## src/rtl/addsub_pkg.sv

```systemverilog
// Shared types and constants for the pipelined carry-select adder/subtractor.
package addsub_pkg;

  localparam int ALU32_W = 32;

  typedef struct packed {
    logic sub;
    logic alu32;
    logic sat;
  } addsub_op_t;

  typedef struct packed {
    logic carry;
    logic ovf;
    logic zero;
    logic neg;
  } addsub_flags_t;

endpackage

```

## src/rtl/addsub_pipe_csel_segment.sv

```systemverilog
// One carry-select cell: both carry-in hypotheses are summed in parallel and
// the real carry-in picks one.
module csel_segment
  import addsub_pkg::*;
#(
  parameter int SEG_W = 16
) (
  input  logic [SEG_W-1:0] a_i,
  input  logic [SEG_W-1:0] b_i,
  input  logic             cin_i,
  output logic [SEG_W-1:0] sum_o,
  output logic             cout_o
);

  logic [SEG_W:0] sum0;
  logic [SEG_W:0] sum1;

  assign sum0 = {1'b0, a_i} + {1'b0, b_i};
  assign sum1 = {1'b0, a_i} + {1'b0, b_i} + {{SEG_W{1'b0}}, 1'b1};
  assign {cout_o, sum_o} = cin_i ? sum1 : sum0;

endmodule

```

## src/rtl/addsub_pipe.sv

```systemverilog
// Pipelined carry-select add/sub, one SEG_W segment resolved per stage.
// Optional saturation on signed overflow when ADDSUB_SAT_EN is defined.
module addsub_pipe
  import addsub_pkg::*;
#(
  parameter int WIDTH = 64,
  parameter int SEG_W = 16,
  parameter int TAG_W = 4
) (
  input  logic             clk,
  input  logic             rst_n,
  input  logic             in_valid,
  output logic             in_ready,
  input  logic [WIDTH-1:0] in_a,
  input  logic [WIDTH-1:0] in_b,
  input  logic             in_sub,
  input  logic             in_alu32,
  input  logic [TAG_W-1:0] in_tag,
`ifdef ADDSUB_SAT_EN
  input  logic             in_sat,
`endif
  output logic             out_valid,
  input  logic             out_ready,
  output logic [WIDTH-1:0] out_result,
  output logic             out_carry,
  output logic             out_ovf,
  output logic             out_zero,
  output logic             out_neg,
  output logic [TAG_W-1:0] out_tag
);

  localparam int   NSEG  = WIDTH / SEG_W;
  localparam logic HAS32 = (WIDTH > ALU32_W);
  localparam int   A_SEG = HAS32 ? ALU32_W / SEG_W : NSEG;
  localparam int   A_MSB = HAS32 ? ALU32_W - 1 : WIDTH - 1;

  // Handshake: a transfer happens on a rising edge where valid and ready are
  // both high. The whole pipe advances together on en, so in_ready is en and
  // a stalled output freezes every stage (bubbles are kept, not squeezed).
  logic en;
  assign en       = ~out_valid | out_ready;
  assign in_ready = en;

  // Rank k holds an operation whose segments below k are already resolved.
  logic [NSEG-1:0]  vld_q;
  logic [WIDTH-1:0] a_q   [NSEG];
  logic [WIDTH-1:0] b_q   [NSEG];
  logic [WIDTH-1:0] r_q   [NSEG];
  logic             cy_q  [NSEG];
  logic             c31_q [NSEG];
  addsub_op_t       op_q  [NSEG];
  logic [TAG_W-1:0] tag_q [NSEG];

  logic [SEG_W-1:0] sum_w  [NSEG];
  logic             cout_w [NSEG];
  logic             cin_w  [NSEG];
  logic [WIDTH-1:0] rn_w   [NSEG];
  logic             c31n_w [NSEG];

  addsub_op_t op_in;
  logic [WIDTH-1:0] b_in;

  assign b_in  = in_sub ? ~in_b : in_b;
  assign op_in.sub   = in_sub;
  assign op_in.alu32 = in_alu32 & HAS32;
`ifdef ADDSUB_SAT_EN
  assign op_in.sat   = in_sat;
`else
  assign op_in.sat   = 1'b0;
`endif

  for (genvar k = 0; k < NSEG; k++) begin : g_seg
    if (k == 0) begin : g_first
      assign cin_w[k] = op_q[k].sub;
    end else if (k == A_SEG) begin : g_cut32
      assign cin_w[k] = cy_q[k] & ~op_q[k].alu32;
    end else begin : g_mid
      assign cin_w[k] = cy_q[k];
    end

    csel_segment #(.SEG_W(SEG_W)) u_seg (
      .a_i    (a_q[k][k*SEG_W +: SEG_W]),
      .b_i    (b_q[k][k*SEG_W +: SEG_W]),
      .cin_i  (cin_w[k]),
      .sum_o  (sum_w[k]),
      .cout_o (cout_w[k])
    );
  end

  always_comb begin
    for (int k = 0; k < NSEG; k++) begin
      rn_w[k] = r_q[k];
      rn_w[k][k*SEG_W +: SEG_W] = sum_w[k];
      c31n_w[k] = (k == A_SEG - 1) ? cout_w[k] : c31_q[k];
    end
  end

  logic [WIDTH-1:0] fin;
  logic [WIDTH-1:0] a_f;
  logic [WIDTH-1:0] b_f;
  logic [WIDTH-1:0] res32;
  logic [WIDTH-1:0] sat_v;
  logic [WIDTH-1:0] result_d;
  addsub_flags_t    flags_d;
  addsub_op_t       op_f;

  assign fin  = rn_w[NSEG-1];
  assign a_f  = a_q[NSEG-1];
  assign b_f  = b_q[NSEG-1];
  assign op_f = op_q[NSEG-1];

  // Flags are taken from the wrapped sum; saturation only replaces the result.
  always_comb begin
    res32 = '0;
    res32[A_MSB:0] = fin[A_MSB:0];
    sat_v = '0;
    if (op_f.alu32) begin
      result_d      = res32;
      flags_d.carry = c31n_w[NSEG-1];
      flags_d.ovf   = (a_f[A_MSB] == b_f[A_MSB]) & (fin[A_MSB] != a_f[A_MSB]);
      flags_d.zero  = (fin[A_MSB:0] == '0);
      flags_d.neg   = fin[A_MSB];
      sat_v[A_MSB]  = a_f[A_MSB];
      sat_v[A_MSB-1:0] = {A_MSB{~a_f[A_MSB]}};
    end else begin
      result_d      = fin;
      flags_d.carry = cout_w[NSEG-1];
      flags_d.ovf   = (a_f[WIDTH-1] == b_f[WIDTH-1]) & (fin[WIDTH-1] != a_f[WIDTH-1]);
      flags_d.zero  = (fin == '0);
      flags_d.neg   = fin[WIDTH-1];
      sat_v[WIDTH-1]   = a_f[WIDTH-1];
      sat_v[WIDTH-2:0] = {(WIDTH-1){~a_f[WIDTH-1]}};
    end
    if (op_f.sat & flags_d.ovf) begin
      result_d = sat_v;
    end
  end

  logic             out_valid_q;
  logic [WIDTH-1:0] out_result_q;
  addsub_flags_t    out_flags_q;
  logic [TAG_W-1:0] out_tag_q;

  always_ff @(posedge clk or negedge rst_n) begin
    if (!rst_n) begin
      vld_q        <= '0;
      out_valid_q  <= 1'b0;
      out_result_q <= '0;
      out_flags_q  <= '0;
      out_tag_q    <= '0;
      for (int k = 0; k < NSEG; k++) begin
        a_q[k]   <= '0;
        b_q[k]   <= '0;
        r_q[k]   <= '0;
        cy_q[k]  <= 1'b0;
        c31_q[k] <= 1'b0;
        op_q[k]  <= '0;
        tag_q[k] <= '0;
      end
    end else if (en) begin
      vld_q[0] <= in_valid;
      a_q[0]   <= in_a;
      b_q[0]   <= b_in;
      r_q[0]   <= '0;
      cy_q[0]  <= 1'b0;
      c31_q[0] <= 1'b0;
      op_q[0]  <= op_in;
      tag_q[0] <= in_tag;
      for (int k = 1; k < NSEG; k++) begin
        vld_q[k] <= vld_q[k-1];
        a_q[k]   <= a_q[k-1];
        b_q[k]   <= b_q[k-1];
        r_q[k]   <= rn_w[k-1];
        cy_q[k]  <= cout_w[k-1];
        c31_q[k] <= c31n_w[k-1];
        op_q[k]  <= op_q[k-1];
        tag_q[k] <= tag_q[k-1];
      end
      out_valid_q  <= vld_q[NSEG-1];
      out_result_q <= result_d;
      out_flags_q  <= flags_d;
      out_tag_q    <= tag_q[NSEG-1];
    end
  end

  assign out_valid  = out_valid_q;
  assign out_result = out_result_q;
  assign out_carry  = out_flags_q.carry;
  assign out_ovf    = out_flags_q.ovf;
  assign out_zero   = out_flags_q.zero;
  assign out_neg    = out_flags_q.neg;
  assign out_tag    = out_tag_q;

endmodule

```

## config.mk

```make
export PLATFORM = sky130hd
export DESIGN_NAME = addsub_pipe
export DESIGN_NICKNAME = d
export VERILOG_FILES = /design/src/rtl/addsub_pkg.sv /design/src/rtl/addsub_pipe_csel_segment.sv /design/src/rtl/addsub_pipe.sv
export SDC_FILE = /design/constraint.sdc
export NUM_CORES = 1
export LEC_CHECK = 0
export BUFFER_PORTS_ARGS = -buffer_cell sky130_fd_sc_hd__buf_4
export CORE_MARGIN = 5
export CORE_UTILIZATION = 65
export CTS_BUF_LIST = sky130_fd_sc_hd__clkbuf_16
export CTS_CLUSTER_SIZE = 25
export DETAILED_ROUTE_END_ITERATION = 12
export GPL_TIMING_DRIVEN = 0
export PLACE_DENSITY = 0.94
export SYNTH_ARGS = -nofsm -noshare
export SYNTH_HDL_FRONTEND = slang
export SYNTH_SLANG_ARGS = --single-unit
```

## constraint.sdc

```tcl
create_clock -name clk -period 9.3 [get_ports clk]
set_input_delay 0.465 -clock clk [delete_from_list [all_inputs] [get_ports clk]]
set_output_delay 0.465 -clock clk [all_outputs]
set_load 0.02 [all_outputs]
```

# Yosys cells after proc, flatten, opt, wreduce, memory -nomap -nowiden
# Cells that the tools add are included.
# op_classes
n_addsub,8
n_mul,0
n_div,0
magnitude_cmp,0
n_eq_ne,4
shifts,0
muxes,7
n_bitwise,7
n_reduce_logical,2
# op_table
op,n
$mux 64,2
$add 16x16->17,4
$add 17x1->17 const B,4
$mux 17,4
$logic_not 64->1,1
$not 64->64,1
$logic_not 32->1,1
$mux 4,1
$and 1x1->1,3
$eq 1x1->1,2
$ne 1x1->1,2
$not 1->1,2
$or 1x1->1,1
# word_totals
regBits,710
latch_bits,0
ramBits,0
mem_bits_ro,0
inputBits,138
elab_cells,60
n_memories,0

# Depth between registers and ports, before layout
# Gate-level depths: netlist of run 1.
# depth
depth_word,6
mapped_depth,13
ltp_nobuf,12

# By module
# From an unflattened synthesis of run 1, not the netlist that was laid out.
# unflattened
hier_cells,2854
hier_area_um2,25179.1
# modules_own_cells
module,instances,cells_each,area_per_inst_um2,seq_area_each_um2
addsub_pipe,1,2241,20302.0,13062.5
csel_segment (g_seg[0].u_seg ...),2,152,1213.7,0.0
csel_segment (g_seg[3].u_seg),1,161,1278.7,0.0
csel_segment (g_seg[2].u_seg),1,148,1171.1,0.0

# Least setup slack after synthesis of run 1
# No wires, ideal clock.
# synth_timing
kind,reg2reg
start,"register a_q, in the netlist a_f[48]"
end,"register out_flags_q, in the netlist out_ovf"
setup_time_ps,77
arrival_ps,3377
required_ps,9223
slack_ps,5845
stages_incl_launch_ff,13
period_less_slack_ps,3455
cell_sequence,dfrtp_1 > ha_1 > fa_1 > a211o_1 > and2_4 > o311ai_2 > nand4_1 > or3_1 > buf_2 > nor4_4 > xnor3_1 > or3_1 > a21oi_1
# synth_via
elab_chain_len,6
# synth_lines
item,line_no,rtl
start: declaration,addsub_pipe.sv:46,logic [WIDTH-1:0] a_q [NSEG];
start signal: indexed assignment,addsub_pipe.sv:171,a_q[k] <= a_q[k-1];
$add 16x16->17 *,"addsub_pipe_csel_segment.sv:18, addsub_pipe_csel_segment.sv:19",
$add 17x1->17,addsub_pipe_csel_segment.sv:19,"assign sum1 = {1'b0, a_i} + {1'b0, b_i} + {{SEG_W{1'b0}}, 1'b1};"
$mux 17 *,addsub_pipe_csel_segment.sv:20,"assign {cout_o, sum_o} = cin_i ? sum1 : sum0;"
$ne 1x1->1 *,addsub_pipe.sv:128,flags_d.ovf = (a_f[WIDTH-1] == b_f[WIDTH-1]) & (fin[WIDTH-1] != a_f[WIDTH-1]);
$and 1x1->1 *,addsub_pipe.sv:128,
$mux 4 *,addsub_pipe.sv:117,if (op_f.alu32) begin
end signal: assignment,addsub_pipe.sv:181,out_flags_q <= flags_d;
end: declaration,addsub_pipe.sv:141,addsub_flags_t out_flags_q;
# Every way passes the cells marked *; elsewhere a longest branch is shown, timed or not.
# A chain may end at the register's enable or synchronous reset.

# Worst setup path after layout of run 1
# layout_timing
start,register out_valid_q (netlist: out_valid)
end,register a_q[213] (netlist bit)
# layout_via
elab_chain_len,2
# layout_lines
item,line_no,rtl
start: declaration,addsub_pipe.sv:139,logic out_valid_q;
start signal: assignment,addsub_pipe.sv:179,out_valid_q <= vld_q[NSEG-1];
$not 1->1,addsub_pipe.sv:41,assign en = ~out_valid | out_ready;
$or 1x1->1,addsub_pipe.sv:41,
# No other way between the ends.

==> results of run 1 <==
## how the worst max path moves through the flow
| stage | from | to | slack, ns |
|---|---|---|---|
| after floorplan | a_f[48] | out_ovf | 5.85 |
| after global placement | rst_n | a_f[51] | 2.75 |
| after detailed placement | out_ready | a_f[60] | 5.28 |
| after CTS | b_f[48] | out_carry | 5.39 |
| after global routing | b_f[48] | out_carry | 4.98 |
| final | out_valid | a_q[213] | 5.24 |
## power by group through the flow
| stage | logic (uW) | registers, uW | clock network, uW |
|---|---|---|---|
| final | 5130 | 4030 | 2060 |
| after global routing | 5670 | 4110 | 2170 |
| after global placement | 4730 | 3940 | 0 |
| after detailed placement | 4960 | 4000 | 0 |
| after CTS | 5070 | 3990 | 2070 |
| after floorplan | 3450 | 3920 | 0 |
## worst max-delay path, delay by kind of cell, from the launching register on
kind / cells / cell delay, ns
simple gates: 3 / 0.59
flops: 1 / 0.37
buf+inv: 4 / 3.02
## final cells by class
type	count	area, sq um
sequential	522	13060
multi-input combinational	2079	10570
fill	2295	8569
timing repair buffer	215	1704
clock buffer	53	1326
tap	468	585.6
buffer	134	504.2
clock inverter	40	324.1
inverter	15	56.30
## stage by stage
step	instance area, sq um	util
3_5_place_dp	26470	0.7212
2_1_floorplan	24190	-
6_report	28130	0.7665
3_3_place_gp	26350	0.7180
4_1_cts	28130	0.7665
5_1_grt	28130	0.7665
## per-layer routing
layer | wire length [um] | vias to the layer above
li1 | - | 9457
met4 | 3406 | 4
met5 | 29 | -
met2 | 31400 | 895
met1 | 25540 | 9867
met3 | 5871 | 234
## state kept, by name, summed over array words and instances, names as in the netlist, 2 cells and up
register and cells:
fin 48, a_f 17, b_q 145, cin_w 3, c31_q 2, out_result 64
a_q 145, out_tag 4, r_q 48, tag_q 16, vld_q 4, b_f 17
op_q 3
## layout by cell type, fill, tap and decap left out, types with 12 or more instances in the layout
cell type	n
nand3b_1	20
buf_1	14
nor3_1	21
a211oi_1	16
clkbuf_16	53
dfrtp_1	522
a21o_1	12
a22o_1	16
xor2_1	50
clkbuf_1	119
ha_1	68
nor4_1	23
nand3_1	20
nand2_1	1292
o21ai_0	109
xnor2_1	115
nor2_1	83
inv_1	28
nand4_1	16
o21ai_1	21
buf_4	209
a21oi_1	62
## cell families after synthesis
kind of cell | share of synthesized area
simple gates | 0.2561
buf+inv | 0.02317
compound gates | 0.07666
mux | 0.004242
xor+xnor | 0.06135
flops | 0.5400
fa+ha+maj | 0.03849
==> impl_metrics.toml, run 1 <==
[setup_path]
cp.arrival_ns = 4.58
cp_common_cell = "clkbuf_1"
end_kind = "flop"
cp_slowest_stage_delay_ns = 0.87
cp_slowest_cell = "clkbuf_1"
path_max_fanout = 10
crit_chain = "nor2b_1 -> clkbuf_1 -> clkbuf_1 -> clkbuf_1 -> clkbuf_1 -> nand2_1 -> nand2_1"
startpoint_type = "flop"
r2r_setup_slack_ns = 5.24
worstSetupPathType = "reg2reg"
critical_path_required_ns = 9.82
r2r-start = "out_valid"
r2r-end = "a_q[213]"
reg2regPathDepth = 7

[floorplanning]
coreArea_sq_um = 36700
initial_core_util = 0.6591
rows = 70
die_w_um = 202.9
die_area_sq_um = 41170
fp.dieH_um = 202.9
pin_count = 212

[power]
power_uw = 11220
clkPwrFrac = 0.184
power.density_cell_area_nw_per_um2 = 399.0
leakagePower_uw = 0.01409
p_sw_uw = 4836
internal_power_uw = 6387
switching_share = 0.4309
max-vdd-ir-drop_mv = 0.1955
comb_power_share = 0.457
seqPwrFrac = 0.359

[layout]
drive_gt1_frac = 0.09908
nets = 3228
syn2layout_area_growth_pct = 16.29
layout.cells.non_filler = 3526
antenna_cells = 0

[global_routing]
antenna_found_initial = 2
grt_pass1_vias = 20772
busiest_layer = "met2"
grt_use_total = 0.3224
grt_pass1_wl_um = 106800
grt_max_degree = 131
grt_use_met3 = 0.08114
grt.met2_usage = 0.5285
grt_overflow = 0
use_met1 = 0.4085

[min_path]
hold_depth = 3
hp-class = "in2reg"
min_to = "tag_q[13]"
worstHoldStart = "in_tag[1]"

[detailed_routing]
routed_wl_um = 66250
drc = 0
initialDrtViolationCount = 1823
via_per_inst = 5.802
vias = 20457
ant_nets = 0
first_pass_iters = 6
wl_per_cell_um = 18.79

[placed_design]
port_buffers = 210
gp_congestion = 0.9257
pre_cts_ws_ns = 5.280
dpl.hpwl_um = 47280
place_inst = 3432

[timing]
rsz0062_at_grt = "false"
hold_slack_ns = 0.05460
tns_ns = 0
min_period_ns = 4.057
post-route-period-util = 0.4363
skew_ns = 0.01804
setup_viol = 0
fmax_mhz = 246.5
finalWorstSetupSlack_ns = 5.243
slew_violations = 0
slew_headroom = 0.2284
tightest_slew_ns = 1.157
hold_violations = 0

[clocking]
cts_sinks = 522
post_cts_buffers = 0
root_buffer = "clkbuf_16"
clk_pin_slew_ns = 0.06
clk_path_buf_depth = 3
cts_resized = 0
ctsHoldBuffers = 1
cts.htree.levels = 2
cts_tree = "built"
cts_buffers = 51
worstSkewPairLatency_ns = 0.61

[synth]
synthFlopType = "dfrtp_1"
yosysMostFrequentCell = "nand2_1"
yosysWarningCount = 0
ys_types = 71
netlist_area_sq_um = 24190
synth_top_cells_by_area = "dfrtp_1, nand2_1, xnor2_1"
postSynthAreaPerCell_sq_um = 8.796
synth_top_area_share = 0.5400
synth_edf_count = 0
ys_async_sr_fraction = 1.000
netlist_instances = 2750
synthTopCellsByCount = "nand2_1, dfrtp_1, clkbuf_1, xnor2_1, o21ai_0"
ys_ff_latch = 522
yosysTopAreaCell = "dfrtp_1"
ys_seq_area_frac = 0.5400
synth_fp_nets = 2960

[status]
outcome = "complete, no violations"

[flow_run]
maxCapViolations = 0
(Power assumes the default switching activity.)
==> inputs of run 2 (changes only) <==
Settings changed: CORE_UTILIZATION 65 to 54, PLACE_DENSITY 0.94 to 0.84.
Clock period 9.3 ns to 3.5 ns, I/O delays scaled along.
==> run 2 against run 1 <==
  * The run now ends with negative setup slack left
  * Critical endpoint is now out_zero
  * Design area increased by 6.6%
  * Sequential share of layout area decreased by 2.9 points
  * Via count increased by 0.61%
  * Wire length increased by 0.10%
  * Final cell count increased by 8.0%
  * Worst hold slack improved by 0.14 ns
  * Sequential power increased to 2.6 times the previous value
  * Sequential cell count unchanged
==> impl_metrics.toml, run 2 (synthesized netlist as in run 1, its figures left out) <==
[clocking]
clk_path_buf_depth = 3
cts_sinks = 522
clk_pin_slew_ns = 0.06
cts_tree = "built"
cts.htree.levels = 2
worstSkewPairLatency_ns = 0.60
cts_buffers = 53
root_buffer = "clkbuf_16"

[timing]
post-route-period-util = 1.005
hold_slack_ns = 0.1900
rsz0062_at_grt = "true"
slew_violations = 0
hold_violations = 0
finalWorstSetupSlack_ns = -0.01774
setup_viol = 2
skew_ns = 0.02380
slew_headroom = 0.1700
fmax_mhz = 284.3
tightest_slew_ns = 1.245
min_period_ns = 3.518
tns_ns = -0.02496

[global_routing]
grt_use_total = 0.2653
antenna_found_initial = 3
grt_pass1_wl_um = 106600
grt_max_degree = 128
grt_overflow = 0
grt_pass1_vias = 20498

[detailed_routing]
routed_wl_um = 66310
vias = 20581
via_per_inst = 5.405
wl_per_cell_um = 17.41
initialDrtViolationCount = 1901
first_pass_iters = 6
ant_nets = 0
drc = 0

[power]
leakagePower_uw = 0.01475
max-vdd-ir-drop_mv = 0.4924
power.density_cell_area_nw_per_um2 = 1005
power_uw = 30140

[floorplanning]
die_area_sq_um = 49130
rows = 77
initial_core_util = 0.5470
pin_count = 212
die_w_um = 221.6
fp.dieH_um = 221.6
coreArea_sq_um = 44220

[placed_design]
pre_cts_ws_ns = -0.4444
gp_congestion = 0.9076
dpl.hpwl_um = 46820
port_buffers = 210

[setup_path]
critical_path_required_ns = 4.00
end_kind = "flop"
worstSetupPathType = "reg2reg"
reg2regPathDepth = 14
cp.arrival_ns = 4.02
startpoint_type = "flop"
path_max_fanout = 5

[layout]
layout_common_cells = "nand2_1, dfrtp_1, buf_4"
post-route-util = 0.6779
nets = 3384
multi_input_area_sq_um = 10820
seq_area_sq_um = 13060
drive_gt1_frac = 0.1142
fillers = 3283
layout_commonest_cell = "nand2_1"
syn2layout_area_growth_pct = 23.94

[min_path]
hp-class = "in2reg"
hold_depth = 4

[flow_run]
maxCapViolations = 0

[status]
violations = "negative setup slack"
outcome = "finished with violations"
-- run 2: cell count changes in the layout (fill, tap and decap cells not counted), sizes merged --
cell and delta:
inv -8, clkinv +13, dlygate4sd3 +134, buf +20, diode +3, bufinv -4
-- run 2: critical path: stages, from the launching register on --
cell	delay (ns)
dfrtp_1	0.42
ha_4	0.18
fa_2	0.36
a211o_1	0.30
and2_4	0.17
buf_6	0.12
nor4_4	0.27
nand4_1	0.15
or3_4	0.42
buf_6	0.15
nor3_2	0.14
a21oi_1	0.06
nor3_1	0.21
o221ai_1	0.17
o31ai_1	0.28
-- run 2: worst paths after layout --
path / startpoint / endpoint / slack [ns]
worst min-delay path: out_ready / fin[46] / 0.19
worst max-delay path: b_f[48] / out_zero / -0.02
max in group asynchronous: rst_n / a_f[51] / 1.72
worst max register to register: b_f[48] / out_zero / -0.02
worst min register to register: vld_q[3] / vld_q[3] / 0.46
min in group asynchronous: rst_n / a_q[220] / 0.29
-- run 2: what timing repair did --
action | CTS | global route
hold endpoints to repair | 259 | 0
gates resized for setup | 23 | 36
hold buffers | 135 | 0
endpoints found under the setup margin | 218 | 25
buffers inserted | 10 | 11
pin swaps | 11 | 18
-- run 2: final cells by class --
| type | instances | share of cell area |
|---|---|---|
| antenna | 3 | 0.0002504 |
| buffer | 133 | 0.01682 |
| clock buffer | 53 | 0.04424 |
| clock inverter | 41 | 0.008472 |
| inverter | 15 | 0.001878 |
| multi-input combinational | 2079 | 0.3608 |
| sequential | 522 | 0.4357 |
| tap | 592 | 0.02471 |
| timing repair buffer | 370 | 0.1071 |
-- run 2: report_power, final --
part           leakage [uW]  total [uW]  switching, uW  internal [uW]
logic               0.00761       14300           8740           5570
clock network      0.000793        5220           2390           2840
registers           0.00635       10600           1890           8720
-- run 2: through the flow --
step                instances  cell area [sq um]
floorplan                2750              24190
global placement         3552              26510
detailed placement       3556              26620
CTS                      3795              29750
global route             3808              29980
finish                   3808              29980
-- run 2: metal layers --
metal | track usage | part of all wire | wire, um | vias to the layer above
met5 | 0 | 0 | 0 | -
met4 | 0.1137 | 0.045 | 2992 | 0
met3 | 0.04356 | 0.065 | 4304 | 190
met2 | 0.4329 | 0.47 | 31340 | 722
met1 | 0.3552 | 0.42 | 27670 | 9911
li1 | - | - | - | 9758
